--- src/rtl/tt_test_pkg.sv ---
// Shared types and constants for the multi-channel test core.
package tt_test_pkg;

    // Per-channel update behaviour applied on each prescaler tick.
    typedef enum logic [1:0] {
        MODE_COUNT = 2'd0,
        MODE_LFSR  = 2'd1,
        MODE_MISR  = 2'd2,
        MODE_HOLD  = 2'd3
    } mode_e;

    // Command opcodes carried in ui_in[6:5].
    typedef enum logic [1:0] {
        OP_SET_MODE = 2'd0,
        OP_SET_DIV  = 2'd1,
        OP_SELECT   = 2'd2,
        OP_CLEAR    = 2'd3
    } op_e;

    // ui_in field positions.
    localparam int UI_STB    = 7;
    localparam int UI_OP_LO  = 5;
    localparam int UI_CH_LO  = 3;
    localparam int UI_ARG_LO = 0;

    // Command word as laid out on ui_in[7:0], MSB first.
    typedef struct packed {
        logic       stb;
        op_e        op;
        logic [1:0] ch;
        logic [2:0] arg;
    } cmd_t;

    localparam logic [7:0] DEF_LFSR_TAPS = 8'hB8;

endpackage

--- src/rtl/tt_test_channel.sv ---
// One pattern/signature channel: state register plus mode-dependent next state.
module tt_test_channel
    import tt_test_pkg::*;
#(
    parameter int               WIDTH = 8,
    parameter logic [WIDTH-1:0] TAPS  = WIDTH'(DEF_LFSR_TAPS)
) (
    input  logic             clk,
    input  logic             rst,
    input  logic             tick,
    input  logic             clear,
    input  mode_e            mode,
    input  logic [WIDTH-1:0] din,
    output logic [WIDTH-1:0] state
);

    logic [WIDTH-1:0] lfsr_step;
    logic [WIDTH-1:0] nxt;

    // Galois shift shared by LFSR and MISR; MISR skips the zero-lockup guard.
    always_comb begin
        lfsr_step = {1'b0, state[WIDTH-1:1]} ^ (state[0] ? TAPS : '0);
        nxt       = state;
        case (mode)
            MODE_COUNT: nxt = state + WIDTH'(1);
            MODE_LFSR:  nxt = (state == '0) ? WIDTH'(1) : lfsr_step;
            MODE_MISR:  nxt = lfsr_step ^ din;
            default:    nxt = state;
        endcase
    end

    // Clear beats tick so a CLEAR landing on a tick cycle leaves zero.
    always_ff @(posedge clk) begin
        if (rst)
            state <= '0;
        else if (clear)
            state <= '0;
        else if (tick)
            state <= nxt;
    end

endmodule

--- src/rtl/tt_test_core_mc.sv ---
// Multi-channel test core: command decoder, prescaler and NUM_CH channels.
module tt_test_core_mc
    import tt_test_pkg::*;
#(
    parameter int             WIDTH     = 8,
    parameter int             NUM_CH    = 4,
    parameter int             DIV_W     = 16,
    parameter logic [WIDTH-1:0] LFSR_TAPS = WIDTH'(DEF_LFSR_TAPS)
) (
    input  logic             clk,
    input  logic             rst,
    input  logic             ena,
    input  logic [WIDTH-1:0] ui_in,
    input  logic [WIDTH-1:0] uio_in,
    output logic [WIDTH-1:0] uo_out,
    output logic [WIDTH-1:0] uio_out,
    output logic [WIDTH-1:0] uio_oe
);

    cmd_t                         cmd;
    logic                         strobe_q;
    logic                         fire;
    logic [2:0]                   div_sh;
    logic [DIV_W-1:0]             prescaler;
    logic [DIV_W-1:0]             tick_lim;
    logic                         tick;
    logic [1:0]                   out_sel;
    logic [3:0]                   cmd_cnt;
    mode_e [NUM_CH-1:0]           mode_q;
    logic [NUM_CH-1:0][WIDTH-1:0] state;
    logic [WIDTH-1:0]             sel_state;
    mode_e                        sel_mode;

    assign cmd      = cmd_t'(ui_in[7:0]);
    assign fire     = ena && cmd.stb && !strobe_q;
    assign tick_lim = (DIV_W'(1) << div_sh) - DIV_W'(1);
    assign tick     = ena && (prescaler == tick_lim);

    // Strobe edge detect, prescaler and command-driven configuration.
    always_ff @(posedge clk) begin
        if (rst) begin
            strobe_q  <= 1'b0;
            div_sh    <= '0;
            prescaler <= '0;
            out_sel   <= '0;
            cmd_cnt   <= '0;
            for (int i = 0; i < NUM_CH; i++) mode_q[i] <= MODE_COUNT;
        end else begin
            strobe_q <= cmd.stb;
            if (ena)
                prescaler <= tick ? '0 : prescaler + DIV_W'(1);
            if (fire) begin
                cmd_cnt <= cmd_cnt + 4'd1;
                // Out-of-range channel fields fall through every branch below.
                if (int'(cmd.ch) < NUM_CH) begin
                    case (cmd.op)
                        OP_SET_DIV: begin
                            div_sh    <= cmd.arg;
                            prescaler <= '0;
                        end
                        OP_SELECT:  out_sel <= cmd.ch;
                        default:    ;
                    endcase
                end
                for (int i = 0; i < NUM_CH; i++)
                    if (cmd.op == OP_SET_MODE && cmd.ch == 2'(i))
                        mode_q[i] <= mode_e'(cmd.arg[1:0]);
            end
        end
    end

    // Channel array; a SET_MODE or CLEAR aimed at a channel suppresses its tick.
    for (genvar g = 0; g < NUM_CH; g++) begin : g_ch
        logic hit;
        logic ch_clr;
        logic ch_tick;

        assign hit     = fire && (cmd.ch == 2'(g));
        assign ch_clr  = hit && (cmd.op == OP_CLEAR);
        assign ch_tick = tick && !(hit && (cmd.op == OP_SET_MODE));

        tt_test_channel #(
            .WIDTH (WIDTH),
            .TAPS  (LFSR_TAPS)
        ) u_ch (
            .clk   (clk),
            .rst   (rst),
            .tick  (ch_tick),
            .clear (ch_clr),
            .mode  (mode_q[g]),
            .din   (uio_in),
            .state (state[g])
        );
    end

    // Output views of the selected channel; no added latency.
    always_comb begin
        sel_state = '0;
        sel_mode  = MODE_COUNT;
        for (int i = 0; i < NUM_CH; i++) begin
            if (out_sel == 2'(i)) begin
                sel_state = state[i];
                sel_mode  = mode_q[i];
            end
        end
    end

    assign uo_out  = sel_state;
    assign uio_out = WIDTH'({cmd_cnt, out_sel, sel_mode});
    assign uio_oe  = (sel_mode == MODE_MISR) ? '0 : '1;

endmodule

--- config.mk ---
export PLATFORM = sky130hd
export DESIGN_NAME = tt_test_core_mc
export DESIGN_NICKNAME = d
export VERILOG_FILES = /design/src/rtl/tt_test_pkg.sv /design/src/rtl/tt_test_channel.sv /design/src/rtl/tt_test_core_mc.sv
export SDC_FILE = /design/constraint.sdc
export NUM_CORES = 1
export LEC_CHECK = 0
export BUFFER_PORTS_ARGS = -buffer_cell sky130_fd_sc_hd__buf_2
export CAP_MARGIN = 40
export CORE_MARGIN = 3
export CORE_UTILIZATION = 26
export CTS_CLUSTER_DIAMETER = 200
export DETAILED_ROUTE_END_ITERATION = 10
export GPL_TIMING_DRIVEN = 0
export SLEW_MARGIN = 20
export SYNTH_ARGS = -nofsm -noshare
export SYNTH_HDL_FRONTEND = slang
export SYNTH_SLANG_ARGS = --single-unit
--- constraint.sdc ---
create_clock -name clk -period 3.2 [get_ports clk]
set_input_delay 0.48 -clock clk [delete_from_list [all_inputs] [get_ports clk]]
set_output_delay 0.48 -clock clk [all_outputs]
set_load 0.03 [all_outputs]
**Word-level counts from Yosys, hierarchy flattened**

Index checks and enable logic that the tools add are counted.

- Add/sub/neg operators: 7
- $mul: 0
- Div/mod/pow operators: 0
- Magnitude comparators: 0
- Eq/ne operators: 19
- Shift-type cells: 1
- Muxes and demuxes: 25
- Bitwise gates (word level): 8
- Reductions and logical operators: 57

Operators with widths:

| operator | number |
|---|---|
| $mux W8 | 13 |
| $pmux W8 S3 | 4 |
| $mux W16 | 4 |
| $add A8 B1 Y8 const B | 4 |
| $logic_not A8 Y1 | 4 |
| $xor A7 B8 Y8 | 4 |
| $xor A8 B8 Y8 | 4 |
| $logic_and A1 B1 Y1 | 23 |
| $eq A2 B2 Y1 const B | 11 |
| $reduce_and A2 Y1 | 10 |
| $add A16 B1 Y16 const B | 1 |
| $eq A16 B16 Y1 | 1 |
| $shl A1 B3 Y16 const A | 1 |
| $sub A16 B2 Y16 const B | 1 |
| $eq A2 B1 Y1 const B | 7 |
| $logic_not A2 Y1 | 7 |
| $reduce_bool A3 Y1 | 4 |
| $mux W2 | 4 |
| $reduce_or A2 Y1 | 4 |
| $logic_not A1 Y1 | 5 |
| $add A4 B1 Y4 const B | 1 |

- Flip-flop bits (word level): 66
- Bits in latches: 0
- RAM bits: 0
- ROM bits: 0
- Input port bits: 19
- Output and inout port bits: 24
- Word-level logic and storage cells: 130
- Memories: 0

**Depth between registers and ports, before layout**

Gate-level depths: netlist (run 1).

- Depth after elaboration: 8
- Mapped depth: 11
- Gate-level depth less buffers: 8

**Hierarchy**

A second synthesis (run 1) with hierarchy kept.

- Cell total of the unflattened synthesis: 655
- Area total of the unflattened synthesis: 5159.9 um2

Modules (own cells, without submodules):

| module | times used | cells each | area each (um2) |
|---|---|---|---|
| tt_test_channel | 4 | 104 | 753.2 |
| tt_test_core_mc | 1 | 239 | 2147.1 |

**Least setup slack after synthesis (run 1)**

No wires, ideal clock.

- Path type: reg-to-output
- From: reg out_sel[0]
- To: out uio_oe[1]
- Data arrival time: 2268 ps
- Required time: 2720 ps
- Slack: 452 ps
- Cell stages (with the launch flop): 5
- Path buffers: 2
- Path through: dfxtp_1 -> clkbuf_1 -> mux4_2 -> nand2b_1 -> buf_4

- Cells in the longest elaborated chain, start to end: 7
- Elaborated cells on any way between the ends: 10
- Those cells by class: eq/ne: 4; mux: 5; reduce/logical: 1

RTL lines:

| item | line | RTL |
|---|---|---|
| from (decl) | tt_test_core_mc.sv:27 | `logic [1:0] out_sel;` |
| from (signal assigned) | tt_test_core_mc.sv:61 | `OP_SELECT: out_sel <= cmd.ch;` |
| $logic_not A2 Y1 | tt_test_core_mc.sv:101 | `if (out_sel == 2'(i)) begin` |
| $mux W2 (3 in a row) | tt_test_core_mc.sv:101 |  |
| $mux W2 * | tt_test_core_mc.sv:101 |  |
| net uio_out[0] | tt_test_core_mc.sv:16 | `output logic [WIDTH-1:0] uio_out,` |
| $eq A2 B2 Y1 * | tt_test_core_mc.sv:110 | `assign uio_oe = (sel_mode == MODE_MISR) ? '0 : '1;` |
| $mux W8 * | tt_test_core_mc.sv:110 |  |
| to (decl) | tt_test_core_mc.sv:17 | `output logic [WIDTH-1:0] uio_oe` |

Mark *: on every way through the listed nets, which the timed path passes. The rest lies on a longest branch.

**Worst setup path after layout (run 1)**

- From: reg div_sh[2]
- To: reg g_ch[2].u_ch.state[3]

- Cells in the longest elaborated chain, start to end: 6

RTL lines:

| item | line | RTL |
|---|---|---|
| from (decl) | tt_test_core_mc.sv:23 | `logic [2:0] div_sh;` |
| from (signal assigned) | tt_test_core_mc.sv:58 | `div_sh <= cmd.arg;` |
| $shl A1 B3 Y16 | tt_test_core_mc.sv:36 | `assign tick_lim = (DIV_W'(1) << div_sh) - DIV_W'(1);` |
| $sub A16 B2 Y16 | tt_test_core_mc.sv:36 |  |
| $eq A16 B16 Y1 | tt_test_core_mc.sv:37 | `assign tick = ena && (prescaler == tick_lim);` |
| $logic_and A1 B1 Y1 | tt_test_core_mc.sv:37 |  |
| $logic_and A1 B1 Y1 | tt_test_core_mc.sv:80 | `assign ch_tick = tick && !(hit && (cmd.op == OP_SET_MODE));` |
| $reduce_and A2 Y1 (no source line) | n/a |  |
| to (signal assigned) | tt_test_channel.sv:39 | `state <= nxt;` |
| to (decl) | tt_test_channel.sv:14 | `output logic [WIDTH-1:0] state` |

Every way passes these cells.
A chain may end at the register's enable or synchronous reset.

==> flow_metrics.py, run 1 <==
metrics = {
    "placement": {
        "place_ws_ns": -0.0134,
        "place_hpwl_um": 12900,
        "portBuffers": 40,
        "place_congestion": 0.914,
    },
    "floorplan": {
        "core_um2": 20400,
        "io_pins": 43,
        "die-area_um2": 22600,
        "die_w_um": 150,
        "fp.dieH_um": 150,
        "start_util_pct": 26.6,
        "rows": 52,
    },
    "global_route": {
        "grt_remaining_overflow": 0,
        "antenna_found_initial": 0,
        "grt_pass1_vias": 4976,
        "grt_max_degree": 12,
        "grt_pass1_wl_um": 28200,
        "grt_use_total_pct": 15.9,
    },
    "layout": {
        "most-common-layout-cells": "dfxtp_1, nand2_1, nor2_1",
        "layout_commonest_cell": "dfxtp_1",
        "final_nets": 792,
        "fill_cells": 2196,
        "diodes": 0,
        "drive_above_1_share_pct": 15.5,
        "layout-area-overhead-vs-synth_pct": 17.1,
    },
    "worst_setup_path": {
        "path_delay_family": "compound AO/OA/AOI/OAI gates",
        "cp_common_cell": "buf_2",
        "critPathMaxFanout": 10,
        "path_class": "reg2reg",
        "cpPeakStageDelay_ns": 0.44,
        "crit_required_ns": 3.41,
        "startpoint_type": "flop",
        "endpoint_kind": "flop",
        "crit_slowest_cell": "a2111oi_1",
        "path_buf_inv": 2,
        "path_cells": "buf_2 -> or3_1 -> ha_1 -> xnor2_1 -> mux2i_1 -> o221ai_2 -> buf_2 -> a2111oi_1 -> o22ai_1",
        "critical_path_arrival_ns": 3.21,
    },
    "power_and_ir_drop": {
        "cellLeakagePower_nw": 2.35,
        "powerDensity_nw_per_um2": 394,
        "peakVddDrop_mv": 0.280,
        "total_power_w": 0.00250,
    },
    "synthesis": {
        "synth_edf_count": 0,
        "syn_inst": 695,
        "synth-seq-cells": 66,
        "syn_avg_cell_area_um2": 7.80,
        "async_reset_ff_share_pct": 0,
        "yosysTopAreaCellShare_pct": 24.4,
        "synth_warnings": 0,
        "ys_top_cells_by_area": "dfxtp_1, ha_1, o21ai_0",
        "yosysSeqAreaShare_pct": 24.4,
        "ys_types": 71,
        "syn_area_um2": 5420,
        "synth_ff_type": "dfxtp_1",
        "yosysTopAreaCell": "dfxtp_1",
        "synthesis.nets": 737,
    },
    "clock_tree": {
        "cts_tree": "done",
        "root_buffer": "clkbuf_16",
        "cts.sinks": 66,
        "postCtsHoldBufs": 0,
        "cts_buffers": 9,
        "htree_levels": 3,
        "path_clk_slew_ns": 0.06,
        "clk_latency_ns": 0.35,
        "clock_path_buffers": 2,
    },
    "timing": {
        "period_share_pct": 93.8,
        "worst_slack_ns": 0.197,
        "slew_viol_final": 0,
        "timing.final.crit_period_ns": 3.00,
        "clock.fmax_ghz": 0.333,
        "worst-slew-pin-transition_ns": 0.888,
        "whs_ns": 0.359,
        "final-hold-violation-count": 0,
        "final-setup-viol-count": 0,
        "slew_headroom_pct": 40.0,
        "clock_skew_ns": 0.00776,
        "rsz0062_at_grt": "no",
    },
    "route": {
        "post-route-drc-count": 0,
        "first_iter_violations": 534,
        "postRouteAntennaNets": 0,
        "dr.pass1.iters": 6,
        "wl_per_cell_um": 17.5,
        "num_vias": 5642,
        "viasPerCell": 5.50,
        "routed_wl_um": 18000,
    },
    "job": {
        "drv_cap": 0,
    },
    "min_path": {
        "hold_class": "in2reg",
    },
    "status": {
        "run_status": "complete, no violations",
    },
}
[metal layers]
layer / track usage (%) / part of all wire, %
met5: 0 / 0
met4: 4.67 / 2.1
met3: 4.46 / 11
met2: 21.7 / 40
met1: 23.9 / 47
[cells in the mapped netlist (all sizes together), types with 10 or more instances]
| master | n |
|---|---|
| ha | 23 |
| buf | 21 |
| nand2 | 62 |
| xnor2 | 13 |
| o311ai | 13 |
| nor2 | 59 |
| o211ai | 11 |
| xor2 | 23 |
| mux4 | 10 |
| nand4 | 22 |
| a21oi | 25 |
| a31oi | 11 |
| inv | 34 |
| o21ai | 56 |
| nand2b | 13 |
| nor3 | 19 |
| clkbuf | 33 |
| mux2i | 17 |
| o31ai | 12 |
| nand3 | 23 |
| nor2b | 17 |
| dfxtp | 66 |
[flip-flops by register name, summed over array words and instances, names as in the netlist]
signal,count
out_sel,2
cmd_cnt,4
div_sh,3
strobe_q,1
prescaler,16
mode_q,8
g_ch.u_ch.state,32
[per-stage QoR]
step                      area [µm²]  setup TNS [ns]  util (%)  instances
after global placement          5960         -0.0200      29.2       1005
after global routing            6340               0      31.2       1025
after floorplan                 5420               0         -        695
after detailed placement        5960         -0.0134      29.3       1006
after CTS                       6300               0      30.9       1022
final                           6340               0      31.2       1025
[kinds of logic (layout without fill, tap and decap cells)]
logic type	Yosys count	count (layout)	synth area share (%)
muxes	29	29	7.71
adders and majority gates	23	23	5.31
AOI/OAI and AO/OA	188	188	24.1
DFF	66	66	24.4
buffers and inverters	90	150	7.34
xor gates and xnor gates	36	36	5.82
and+or+nand+nor	263	263	25.3
[worst reg2reg max path, delay by kind of cell, from the launching register on]
family,cells,cell delay (ns)
adders and majority gates,1,0.28
AOI/OAI and AO/OA,3,0.82
and+or+nand+nor,1,0.39
muxes,1,0.31
xor gates and xnor gates,1,0.27
buffers and inverters,2,0.47
DFF,1,0.33
[area by class of cell]
cell class | instances | area [µm²] | area share (%)
buffer | 54 | 272 | 4.28
clock buffer | 11 | 233 | 3.67
clock inverter | 5 | 103 | 1.62
inverter | 36 | 135 | 2.13
multi-input combinational | 539 | 3710 | 58.5
sequential | 66 | 1320 | 20.8
tap | 270 | 338 | 5.32
timing repair buffer | 44 | 231 | 3.65
[path summary, 6_finish.rpt]
path                 start                     to  slack, ns  depth (start not counted)
max              div_sh[2]  g_ch[2].u_ch.state[3]       0.20                          9
min               ui_in[7]               strobe_q       0.36                          2
max reg2reg      div_sh[2]  g_ch[2].u_ch.state[3]       0.20                          9
min reg2reg  prescaler[11]          prescaler[11]       0.51                          2
[where the power goes]
group / leakage (nW) / internal (W) / switching (W)
Combinational: 1.66 / 0.000164 / 0.000326
Clock: 0.160 / 0.000760 / 0.000384
Sequential: 0.533 / 0.000842 / 0.0000265
Total: 2.35 / 0.00177 / 0.000736
[what timing repair did]
action                                 CTS  global route
setup buffers                            0             2
setup endpoints to repair                1            28
gates cloned                             0             0
gates resized for setup                  1            17
pin swaps                                0             1
endpoints found under the hold margin    0             0
Note: power is estimated with default switching activity, not from simulation.
==> inputs of run 2 (changes only) <==
Settings changed: ABC_AREA set to 1, CELL_PAD_IN_SITES_DETAIL_PLACEMENT set to 1, CELL_PAD_IN_SITES_GLOBAL_PLACEMENT set to 2, PLACE_DENSITY_LB_ADDON set to 0.1.
==> run 2 against run 1 <==
  * Wire length up 7.1%
  * Sequential power up 10%
  * Register-to-register slack better by 0.58 ns
==> flow_metrics.py, run 2 <==
metrics = {
    "status": {
        "run_status": "complete, no violations",
    },
    "synthesis": {
        "yosysMostFrequentCell": "nand2_1",
        "syn_area_um2": 5270,
        "ys_types": 36,
        "synthesis.nets": 907,
        "yosysTopAreaCell": "dfxtp_1",
        "synth-seq-cells": 66,
        "yosysTopAreaCellShare_pct": 25.1,
        "synth_edf_count": 0,
        "synth_warnings": 0,
        "synth_ff_type": "dfxtp_1",
        "ys_top_cells_by_area": "dfxtp_1, nand2_1, nor2_1",
        "syn_inst": 865,
        "async_reset_ff_share_pct": 0,
        "syn_avg_cell_area_um2": 6.09,
        "yosysSeqAreaShare_pct": 25.1,
        "synth_common_cells": "nand2_1, nor2_1, inv_1",
    },
    "timing": {
        "period_share_pct": 87.6,
        "clock_skew_ns": 0.00795,
        "slew_headroom_pct": 56.1,
        "clock.fmax_ghz": 0.357,
        "whs_ns": 0.356,
        "timing.final.crit_period_ns": 2.80,
        "tns_ns": 0,
        "final-setup-viol-count": 0,
        "worst-slew-pin-transition_ns": 0.658,
        "slew_viol_final": 0,
        "rsz0062_at_grt": "no",
        "final-hold-violation-count": 0,
    },
    "job": {
        "drv_cap": 0,
    },
    "clock_tree": {
        "cts_tree": "done",
        "clk_latency_ns": 0.35,
        "cts.sinks": 66,
        "path_clk_slew_ns": 0.06,
        "root_buffer": "clkbuf_16",
        "clock_path_buffers": 2,
        "cts_buffers": 9,
        "htree_levels": 3,
    },
    "layout": {
        "diodes": 0,
        "most-common-layout-cells": "nand2_1, nor2_1, inv_1",
        "top_regs": "g_ch.u_ch.state x32, prescaler x16, mode_q x8",
        "top_register": "g_ch.u_ch.state",
        "layout_commonest_cell": "nand2_1",
        "final_nets": 960,
        "drive_above_1_share_pct": 10.4,
        "largest_reg_flops": 32,
        "layout-area-overhead-vs-synth_pct": 16.0,
    },
    "global_route": {
        "antenna_found_initial": 0,
        "grt_pass1_vias": 5887,
        "grt_pass1_wl_um": 31300,
        "grt_remaining_overflow": 0,
        "grt_use_total_pct": 17.9,
        "grt_max_degree": 13,
    },
    "floorplan": {
        "core_um2": 19700,
        "die-area_um2": 22000,
        "fp.dieH_um": 148,
        "start_util_pct": 26.7,
        "io_pins": 43,
        "die_w_um": 148,
        "rows": 51,
    },
    "placement": {
        "place_congestion": 0.791,
        "place_hpwl_um": 15200,
        "portBuffers": 41,
    },
    "route": {
        "wl_per_cell_um": 16.2,
        "viasPerCell": 4.80,
        "dr.pass1.iters": 4,
        "routed_wl_um": 19200,
        "post-route-drc-count": 0,
        "postRouteAntennaNets": 0,
        "num_vias": 5703,
        "first_iter_violations": 199,
    },
    "worst_setup_path": {
        "path_class": "reg2out",
        "startpoint_type": "flop",
        "critPathMaxFanout": 8,
        "crit_required_ns": 2.72,
        "critical_path_arrival_ns": 2.32,
        "endpoint_kind": "primary output",
    },
    "power_and_ir_drop": {
        "peakVddDrop_mv": 0.238,
        "powerDensity_nw_per_um2": 457,
        "cellLeakagePower_nw": 2.70,
    },
    "min_path": {
        "hold_class": "in2reg",
    },
}
## run 2: changes by cell type in the layout (fill, tap and decap cells not counted), moves of 16 or more
cell / delta
nand2_1: +149
inv_1: +75
nor2_1: +66
nand3_1: +43
a21oi_1: +22
clkbuf_1: -18
mux2i_1: -17
nor2b_1: -17
o21ai_0: +16
## run 2: worst max-delay path, stage by stage (launching register included)
cell and delay, ns:
dfxtp_1 0.53, inv_1 0.07, nor2_1 0.17, inv_1 0.17, o22ai_1 0.18, a21oi_1 0.05
o21ai_0 0.16, nand4_1 0.15, buf_4 0.20, buf_4 0.13, buf_2 0.17
## run 2: stage by stage
step / instances / total power [W] / util [%] / worst slack (ns) / instance area, µm²
2_1_floorplan: 865 / 0.00153 / - / 0.0605 / 5270
3_3_place_gp: 1171 / 0.00177 / 29.4 / 0.552 / 5810
3_5_place_dp: 1171 / 0.00179 / 29.4 / 0.464 / 5810
4_1_cts: 1187 / 0.00284 / 30.9 / 0.0833 / 6100
5_1_grt: 1188 / 0.00299 / 31.0 / 0.201 / 6110
6_report: 1188 / 0.00280 / 31.0 / 0.397 / 6110
## run 2: kinds of logic (layout without fill, tap and decap cells)
family                   count (synthesis)  count (layout)  synth area share [%]
buffers and inverters                  139             197                  11.1
adder cells (fa/ha/maj)                 23              23                  5.46
AO/OA/AOI/OAI                          156             156                  16.1
XOR/XNOR                                28              28                  4.65
AND/OR/NAND/NOR                        453             453                  37.6
flip-flops                              66              66                  25.1
## run 2: where the power goes
group / switching, W / leakage (nW) / total (W) / internal (W)
clock network: 0.000424 / 0.145 / 0.00103 / 0.000602
logic: 0.000556 / 2.01 / 0.000813 / 0.000258
registers: 0.0000741 / 0.537 / 0.000956 / 0.000882
total: 0.00105 / 2.70 / 0.00280 / 0.00174
## run 2: final timing paths
kind,slack (ns),start,to,cells past startpoint
max,0.40,out_sel[0],uio_oe[3],10
min,0.36,ui_in[7],strobe_q,3
max reg2reg,0.78,div_sh[1],g_ch[2].u_ch.state[4],13
min reg2reg,0.51,cmd_cnt[1],cmd_cnt[1],2
## run 2: area by class of cell
cell class	count	area [µm²]
clock buffer	9	225
timing repair buffer	42	213
sequential	66	1320
buffer	27	166
clock inverter	7	70.1
multi-input combinational	660	3360
fill	2588	13600
tap	265	332
inverter	112	420
## run 2: layer usage
layer	part of all wire (%)	vias to the layer above	GRT usage, %
met1	51	2722	25.5
met5	0	-	0
met2	44	68	28.0
li1	-	2890	-
met4	2.2	0	5.50
met3	2.8	23	2.44
## run 2: what timing repair did
| item | 4_1_cts | 5_1_grt |
|---|---|---|
| gates resized for setup | 0 | 1 |
| buffers inserted | 0 | 1 |
| hold buffers | 0 | 0 |
| hold endpoints to repair | 0 | 0 |
| endpoints found under the setup margin | 0 | 8 |
==> inputs of run 3 (changes only) <==
Clock period 3.2 ns to 2.3 ns, I/O delays scaled along.
==> run 3 against run 2 <==
  * Sequential share of layout area decreased by 0.96 points
  * Global-route usage decreased by 0.18 points
  * Critical path depth decreased by 1
  * Cell count increased by 1.4%
  * Power increased by 45%
  * Sequential power increased by 39%
  * Worst setup slack got worse by 0.32 ns
  * Highest routed layer unchanged
  * First-iteration DRC count increased by 13%
  * Critical endpoint is now uo_out[7]
  * Flip-flop and latch count unchanged
  * Clock power increased by 49%
==> flow_metrics.py, run 3 (synthesis gave the netlist of run 2 again) <==
metrics = {
    "clock_tree": {
        "root_buffer": "clkbuf_16",
        "cts_tree": "done",
        "clk_latency_ns": 0.35,
        "cts.sinks": 66,
        "cts_buffers": 9,
        "path_clk_slew_ns": 0.06,
        "htree_levels": 3,
        "postCtsHoldBufs": 0,
        "clock_path_buffers": 2,
    },
    "layout": {
        "drive_above_1_share_pct": 14.0,
        "largest_reg_flops": 32,
        "top_regs": "g_ch.u_ch.state x32, prescaler x16, mode_q x8",
        "finalInstanceArea_um2": 6480,
        "fill_cells": 2590,
        "final_nets": 977,
        "diodes": 0,
        "most-common-layout-cells": "nand2_1, nor2_1, inv_1",
        "top_register": "g_ch.u_ch.state",
        "layout.cells.non_filler": 1205,
        "layout-area-overhead-vs-synth_pct": 22.9,
        "layout_commonest_cell": "nand2_1",
    },
    "worst_setup_path": {
        "crit_required_ns": 1.96,
        "startpoint_type": "flop",
        "cp_common_cell": "buf_4",
        "path_cells": "inv_4 -> nor2_4 -> clkinv_4 -> buf_4 -> buf_4 -> o22ai_1 -> a21oi_1 -> o21ai_0 -> buf_2",
        "critical_path_arrival_ns": 1.88,
        "cp-startpoint": "out_sel[0]",
        "crit_slowest_cell": "dfxtp_4",
        "worstSetupEndpoint": "uo_out[7]",
        "path_class": "reg2out",
        "endpoint_kind": "primary output",
        "reg2reg_to": "g_ch[0].u_ch.state[4]",
        "cpPeakStageDelay_ns": 0.42,
        "r2r_start": "div_sh[1]",
        "reg2reg_slack_ns": 0.14,
        "rr_worst_depth": 12,
        "critPathMaxFanout": 7,
    },
    "power_and_ir_drop": {
        "powerDensity_nw_per_um2": 628,
        "cellLeakagePower_nw": 2.85,
        "peakVddDrop_mv": 0.299,
    },
    "timing": {
        "slew_headroom_pct": 53.3,
        "slew_viol_final": 0,
        "clock.fmax_ghz": 0.449,
        "timing.final.crit_period_ns": 2.23,
        "worst-slew-pin-transition_ns": 0.693,
        "final-hold-violation-count": 0,
        "rsz0062_at_grt": "yes",
        "worst_slack_ns": 0.0737,
        "final-setup-viol-count": 0,
        "whs_ns": 0.221,
        "clock_skew_ns": 0.00877,
        "period_share_pct": 96.8,
    },
    "global_route": {
        "antenna_found_initial": 0,
        "grt_max_degree": 13,
        "grt_remaining_overflow": 0,
        "use_met1_pct": 24.7,
        "grt_use_total_pct": 17.7,
        "grtUsageMet2_pct": 28.6,
        "grt_pass1_wl_um": 30900,
        "grt_pass1_vias": 5690,
        "grt_busiest_layer": "met2",
        "grt_util_met3_pct": 2.62,
    },
    "route": {
        "wl_per_cell_um": 16.1,
        "post-route-drc-count": 0,
        "num_vias": 5789,
        "viasPerCell": 4.80,
        "postRouteAntennaNets": 0,
        "routed_wl_um": 19400,
        "first_iter_violations": 224,
        "dr.pass1.iters": 4,
    },
    "placement": {
        "place_ws_ns": -0.126,
        "place_hpwl_um": 15300,
        "dp_cells": 1171,
        "placed_area_um2": 5880,
        "place_congestion": 0.825,
        "portBuffers": 41,
    },
    "floorplan": {
        "core_um2": 19700,
        "die-area_um2": 22000,
        "start_util_pct": 26.7,
        "die_w_um": 148,
        "rows": 51,
        "io_pins": 43,
        "fp.dieH_um": 148,
    },
    "min_path": {
        "hold_class": "in2reg",
        "hold_depth": 3,
    },
    "status": {
        "run_status": "complete, no violations",
    },
    "job": {
        "drv_cap": 0,
    },
}
[run 3: cell types whose count changed in the layout (fill, tap and decap cells not counted), sizes merged]
cell | previous run | this run
buf | 57 | 73
clkbuf | 21 | 24
clkinv | 5 | 4
inv | 112 | 111
[run 3: where the power goes]
group	switching [W]	total (W)	internal [W]
Combinational	0.000786	0.00120	0.000417
Sequential	0.000109	0.00133	0.00122
Clock	0.000593	0.00153	0.000938
Total	0.00149	0.00407	0.00258
[run 3: timing repair]
action,in CTS,in global routing
endpoints found under the setup margin,46,49
pin swaps,1,7
buffers inserted,3,14
cloned,0,1
gates resized for setup,4,40
[run 3: routing by layer]
metal | up-vias | wire length [µm]
met5 | - | 0
met4 | 0 | 250
met3 | 17 | 517
met2 | 72 | 8840
met1 | 2768 | 9810
li1 | 2932 | -
[run 3: area by class of cell]
class | count | area [µm²] | share of cell area (%)
buffer | 27 | 196 | 3.03
clock buffer | 11 | 264 | 4.08
clock inverter | 5 | 60.1 | 0.927
inverter | 112 | 433 | 6.68
multi-input combinational | 660 | 3450 | 53.2
sequential | 66 | 1340 | 20.7
tap | 265 | 332 | 5.12
timing repair buffer | 59 | 405 | 6.26
[run 3: worst min-delay path by stage]
stage                     from          to  slack (ns)
CTS                   ui_in[7]    strobe_q        0.21
global route          ui_in[7]    strobe_q        0.23
detailed placement  cmd_cnt[1]  cmd_cnt[1]        0.49
finish                ui_in[7]    strobe_q        0.22
global placement    cmd_cnt[2]  cmd_cnt[2]        0.49
floorplan                  rst  out_sel[0]        0.41
[run 3: through the flow]
step	utilization (%)	setup TNS [ns]	power, W
6_report	32.8	0	0.00407
5_1_grt	32.8	-0.00508	0.00432
4_1_cts	31.6	0	0.00407
3_5_place_dp	29.8	-1.88	0.00249
3_3_place_gp	29.8	-1.22	0.00247
2_1_floorplan	-	-0.00333	0.00213
[run 3: worst max-delay path: cells and delay by family (launching register included)]
family | cells | cell delay (ns)
AO/OA/AOI/OAI | 3 | 0.36
flip-flops | 1 | 0.42
AND/OR/NAND/NOR | 1 | 0.12
buffers and inverters | 5 | 0.63
